File: src/rtl/cover_pkg.sv
// rtl/cover_pkg.sv - shared types and constants for toggle-cover collectors
package cover_pkg;

    localparam int COVER_IDX_W         = 64;
    localparam int COVER_TOTAL_DEFAULT = 8744;

    typedef logic [COVER_IDX_W-1:0] cover_index_t;

    // Index width for an n-entry vector, never narrower than one bit
    function automatic int idx_width(input int n);
        return (n > 1) ? $clog2(n) : 1;
    endfunction

endpackage

File: src/rtl/cover_prio_enc.sv
// rtl/cover_prio_enc.sv - lowest-set-bit priority encoder
module cover_prio_enc
    import cover_pkg::*;
#(
    parameter  int WIDTH = 130,
    localparam int IDX_W = idx_width(WIDTH)
) (
    input  logic [WIDTH-1:0] req,
    output logic             any,
    output logic [IDX_W-1:0] idx,
    output logic [WIDTH-1:0] onehot
);

    assign any = |req;

    // Two's-complement trick isolates the lowest set bit
    assign onehot = req & (~req + WIDTH'(1));

    // Scan high to low so the lowest set bit is the last one written
    always_comb begin
        idx = '0;
        for (int i = WIDTH - 1; i >= 0; i--) begin
            if (req[i]) begin
                idx = IDX_W'(i);
            end
        end
    end

endmodule

File: src/rtl/toggle_cover_collector.sv
// rtl/toggle_cover_collector.sv - sticky toggle-cover bitmap with first-hit index stream
module toggle_cover_collector
    import cover_pkg::*;
#(
    parameter  int WIDTH       = 130,
    parameter  int COVER_INDEX = 0,
    parameter  int COVER_TOTAL = COVER_TOTAL_DEFAULT,
    localparam int CNT_W       = $clog2(WIDTH + 1),
    localparam int IDX_W       = idx_width(WIDTH)
) (
    input  logic                   gbl_clk,
    input  logic                   reset,
    input  logic                   en,
    input  logic                   clear,
    input  logic [WIDTH-1:0]       valid,
    output logic                   out_valid,
    input  logic                   out_ready,
    output logic [COVER_IDX_W-1:0] out_index,
    output logic [WIDTH-1:0]       covered,
    output logic [CNT_W-1:0]       reported_cnt,
    output logic                   all_covered
);

    // This group must fit inside the design-wide index space
    generate
        if (COVER_INDEX + WIDTH > COVER_TOTAL) begin : g_range_check
            $error("toggle_cover_collector: COVER_INDEX + WIDTH exceeds COVER_TOTAL");
        end
    endgenerate

    logic [WIDTH-1:0]   covered_q, covered_d;
    logic [WIDTH-1:0]   pending_q, pending_d;
    logic               out_valid_q, out_valid_d;
    cover_index_t       out_index_q, out_index_d;
    logic [CNT_W-1:0]   cnt_q, cnt_d;

    logic [WIDTH-1:0]   hits;
    logic [WIDTH-1:0]   new_hits;
    logic               pend_any;
    logic [IDX_W-1:0]   pop_idx;
    logic [WIDTH-1:0]   pop_onehot;
    logic               stage_free;
    logic               pop;
    logic               xfer;

    // Lowest pending point goes out first
    cover_prio_enc #(
        .WIDTH (WIDTH)
    ) u_prio_enc (
        .req    (pending_q),
        .any    (pend_any),
        .idx    (pop_idx),
        .onehot (pop_onehot)
    );

    assign hits       = en ? valid : '0;
    assign new_hits   = hits & ~covered_q;
    assign stage_free = ~out_valid_q | out_ready;
    assign pop        = stage_free & pend_any;
    assign xfer       = out_valid_q & out_ready;

    // Next-state: capture first hits, load the output stage, count accepted beats
    always_comb begin
        covered_d   = covered_q | hits;
        pending_d   = (pending_q & ~(pop ? pop_onehot : '0)) | new_hits;
        out_valid_d = stage_free ? pend_any : out_valid_q;
        out_index_d = pop ? (cover_index_t'(COVER_INDEX) + cover_index_t'(pop_idx)) : out_index_q;
        cnt_d       = (xfer && (cnt_q != CNT_W'(WIDTH))) ? cnt_q + CNT_W'(1) : cnt_q;
    end

    // State update; reset beats clear, clear beats everything else in the cycle
    always_ff @(posedge gbl_clk) begin
        if (!reset) begin
            covered_q   <= '0;
            pending_q   <= '0;
            out_valid_q <= 1'b0;
            out_index_q <= '0;
            cnt_q       <= '0;
        end else if (clear) begin
            covered_q   <= '0;
            pending_q   <= '0;
            out_valid_q <= 1'b0;
            cnt_q       <= '0;
        end else begin
            covered_q   <= covered_d;
            pending_q   <= pending_d;
            out_valid_q <= out_valid_d;
            out_index_q <= out_index_d;
            cnt_q       <= cnt_d;
        end
    end

    assign out_valid    = out_valid_q;
    assign out_index    = out_index_q;
    assign covered      = covered_q;
    assign reported_cnt = cnt_q;
    assign all_covered  = (cnt_q == CNT_W'(WIDTH));

endmodule
File: config.mk
export PLATFORM = sky130hd
export DESIGN_NAME = toggle_cover_collector
export DESIGN_NICKNAME = d
export VERILOG_FILES = /design/src/rtl/cover_pkg.sv /design/src/rtl/cover_prio_enc.sv /design/src/rtl/toggle_cover_collector.sv
export SDC_FILE = /design/constraint.sdc
export NUM_CORES = 1
export LEC_CHECK = 0
export CAP_MARGIN = 20
export CORE_ASPECT_RATIO = 0.7
export CORE_MARGIN = 2
export CORE_UTILIZATION = 45
export CTS_BUF_LIST = sky130_fd_sc_hd__clkbuf_16
export CTS_CLUSTER_DIAMETER = 60
export DETAILED_ROUTE_END_ITERATION = 16
export PLACE_DENSITY = 0.75
export SLEW_MARGIN = 20
export SYNTH_ARGS = -nofsm -noshare
export SYNTH_HDL_FRONTEND = slang
export SYNTH_SLANG_ARGS = --single-unit
File: constraint.sdc
create_clock -name gbl_clk -period 8.1 [get_ports gbl_clk]
set_clock_uncertainty 0.1 [all_clocks]
set_input_delay 0.81 -clock gbl_clk [delete_from_list [all_inputs] [get_ports gbl_clk]]
set_output_delay 0.81 -clock gbl_clk [all_outputs]
set_load 0.005 [all_outputs]
==> results.cfg <==
[outcome]
status = finished clean

[cts]
clkTransAtPathRegs_ns = 0.07
clk_latency_ns = 0.56
clockRootBuffer = clkbuf_16
post_cts_buffers = 0
cts_buffer_depth = 3
h-tree-depth = 1
cts_num_sinks = 277
post_cts_resize_count = 0
holdBufCountCts = 0
cts_buffers = 28
cts_tree = built

[sta]
timing.final.ws_setup_ns = 4.44
min_period_ns = 3.66
finalSetupTns_ns = 0
relSlewSlack_pct = 37.6
final_hold_viol_count = 0
drv_slew = 0
worstMarginPinSlew_ns = 0.937
fmax_ghz = 0.273
setup_viol = 0
rsz0062_at_grt = false
fin_crit_sh_pct = 45.2

[critical_path]
crit_required_ns = 8.41
reg2reg_from = pending_q[30]
critical_path_peak_fanout = 13
worstPathCellList = nor4_1 > nand3_1 > or4b_1 > nor4_2 > nand3_1 > o41ai_1 > a21oi_1
cp.depth = 7
max_stage_delay_ns = 0.61
path_common_cell = nand3_1
rr_endpoint = pending_q[107]
slowest_stage = or4b_1
critPathLaunchType = flop
critPathTopFamily = simple AND/OR/NAND/NOR gates
r2r_setup_slack_ns = 4.44
r2r_cells = 7
arrival_ns = 3.97
critPathBufInv = 0
end_kind = flop
path_class = flop to flop

[logic_synthesis]
synth-simple-area-share_pct = 27.9
synth.area.mux_share_pct = 0
synth_xor_xnor_area_share_pct = 0.477
synthAdderAreaFrac_pct = 0.195
synth-seq-cells = 277
async_reset_ff_share_pct = 0
synthCells = 1603
avgSynthCellArea_um2 = 8.01
synth_compound_area_share_pct = 21.5
yosysUniqueCellTypes = 73
yosys_most_used_dff = dfxtp_1
ys_warn_count = 0
yosysSeqAreaShare_pct = 43.2
synth-edff-count = 0
syn_area_um2 = 12800
synth_top_family_by_area = simple AND/OR/NAND/NOR gates

[route]
drt_iter0_drc = 1090
via_per_inst = 5.77
wire_per_inst_um = 18.3
totalWireLength_mm = 40.7
antenna_left = 0
num_vias = 12900
drc = 0
drt_pass1_iterations = 5

[cells_and_area]
final_nets = 1974
antennaDiodeCount = 0
synthToLayoutAreaGrowth_pct = 29.1
layout-drive-gt1-share_pct = 4.47
fillers = 2532

[worst_hold_path]
min_path_cells = 2
min_from = out_index[3]
hold_class = flop to flop
whs_endpoint = out_index[3]

[grt]
grt_pass1_wl_mm = 63.5
globalRouteOverflowTotal = 0
track_usage_pct = 25.8
antenna_found_initial = 0
grt_max_degree = 174
grt_pass1_vias = 11800

[power]
leakage_uw = 0.00614
worst_ir_drop_vdd_mv = 0.150
power_per_cell_area_nw_per_um2 = 200

[place]
dp_hpwl_mm = 29.4
pre_cts_slack_ns = 4.14
place_congestion = 0.884
io_buffers = 282

[floorplan]
die_x_um = 206
die-area_um2 = 29900
die_h_um = 145
ioPinCount = 339
coreArea_um2 = 27900
rows = 51
start_util_pct = 46.0

[flow_run]
drv_cap = 0
==> worst register-to-register path, delay by kind of cell, from the launching register on <==
kind	cells	cell delay, ns
flops	1	0.36
compound gates	2	0.63
simple gates	5	2.44
==> placed cells by master (no fill, tap or decap), types with 5 or more instances in the layout <==
cell / count
a211oi_1: 11
a21oi_1: 246
a31oi_1: 12
and3_1: 5
buf_4: 6
clkbuf_16: 29
clkdlybuf4s50_1: 281
clkinv_1: 6
conb_1: 56
dfxtp_1: 277
inv_1: 34
nand2_1: 77
nand2b_1: 8
nand3_1: 63
nand3b_1: 74
nand4_1: 16
nor2_1: 265
nor2b_1: 5
nor3_1: 42
nor4_1: 42
nor4_2: 7
o211ai_1: 12
o21ai_0: 63
o21ai_1: 21
o311ai_0: 9
o31ai_1: 30
o41ai_1: 12
or2_2: 5
or3_1: 9
or4_1: 35
xor2_1: 5
==> routing by layer <==
layer / part of all wire, % / GRT usage [%] / up-vias / wire length, um
met5: 0 / 0 / - / 0
li1: - / - / 6228 / -
met1: 48 / 39.4 / 6053 / 19500
met3: 9.0 / 5.75 / 52 / 3650
met4: 1.8 / 5.21 / 0 / 736
met2: 41 / 37.0 / 528 / 16900
==> stage by stage <==
step                power, uW  std cells  hold WS, ns  cell area (um2)  util, %
finish                   3320       2228        0.366            16600     59.4
global route             3460       2228        0.386            16600     59.4
CTS                      3330       2227        0.367            16600     59.3
detailed placement       2040       2177        0.357            15700     56.1
global placement         2030       2177        0.347            15700     56.1
floorplan                1820       1658        0.339            13100        -
==> logic make-up (layout without fill, tap and decap cells) <==
group,count (synthesis),in the layout
AO/OA/AOI/OAI,462,462
XOR/XNOR,7,7
adder cells (fa/ha/maj),2,2
buffers and inverters,170,369
flip-flops,277,277
other,1,56
AND/OR/NAND/NOR,684,684
==> flip-flops by register name, summed over array words and instances, names as in the netlist <==
name and flops:
covered 130, reported_cnt 8, out_valid 1, out_index 8
pending_q 130
==> power by group <==
group	leakage, uW	total, uW	internal, uW	switching [uW]
Sequential	0.00226	1480	1410	62.1
Clock	0.000448	1300	741	556
Combinational	0.00344	546	245	301
Total	0.00614	3320	2400	918
==> final cells by class <==
cell class / count / area, um2 / share of cell area (%)
clock buffers: 29 / 726 / 4.37
repair buffers: 290 / 2900 / 17.5
flip-flops and latches: 277 / 5550 / 33.4
clock inverters: 21 / 180 / 1.09
inverters: 29 / 109 / 0.656
well taps: 371 / 464 / 2.80
multi-input cells: 1211 / 6660 / 40.1
==> worst max path at each step <==
stage | endpoint | startpoint
4_1_cts | pending_q[107] | pending_q[31]
3_3_place_gp | pending_q[93] | out_ready
2_1_floorplan | pending_q[122] | pending_q[62]
3_5_place_dp | pending_q[107] | out_ready
5_1_grt | pending_q[107] | pending_q[30]
6_report | pending_q[107] | pending_q[30]
==> synthesized netlist by cell type (all sizes together) (29+ instances only) <==
library cell  count  area share, %
or4              37            2.2
o31ai            31            1.9
o21ai            84            3.3
nor3             42            1.6
nand3b           75            4.4
nand2            77            2.2
dfxtp           277             43
nor2            265            7.7
nor4             51            3.1
nand3            63            2.5
a21oi           246            9.6
inv              29           0.85
buf              68            3.7
clkbuf           73            2.1
(Power assumes the default switching activity.)
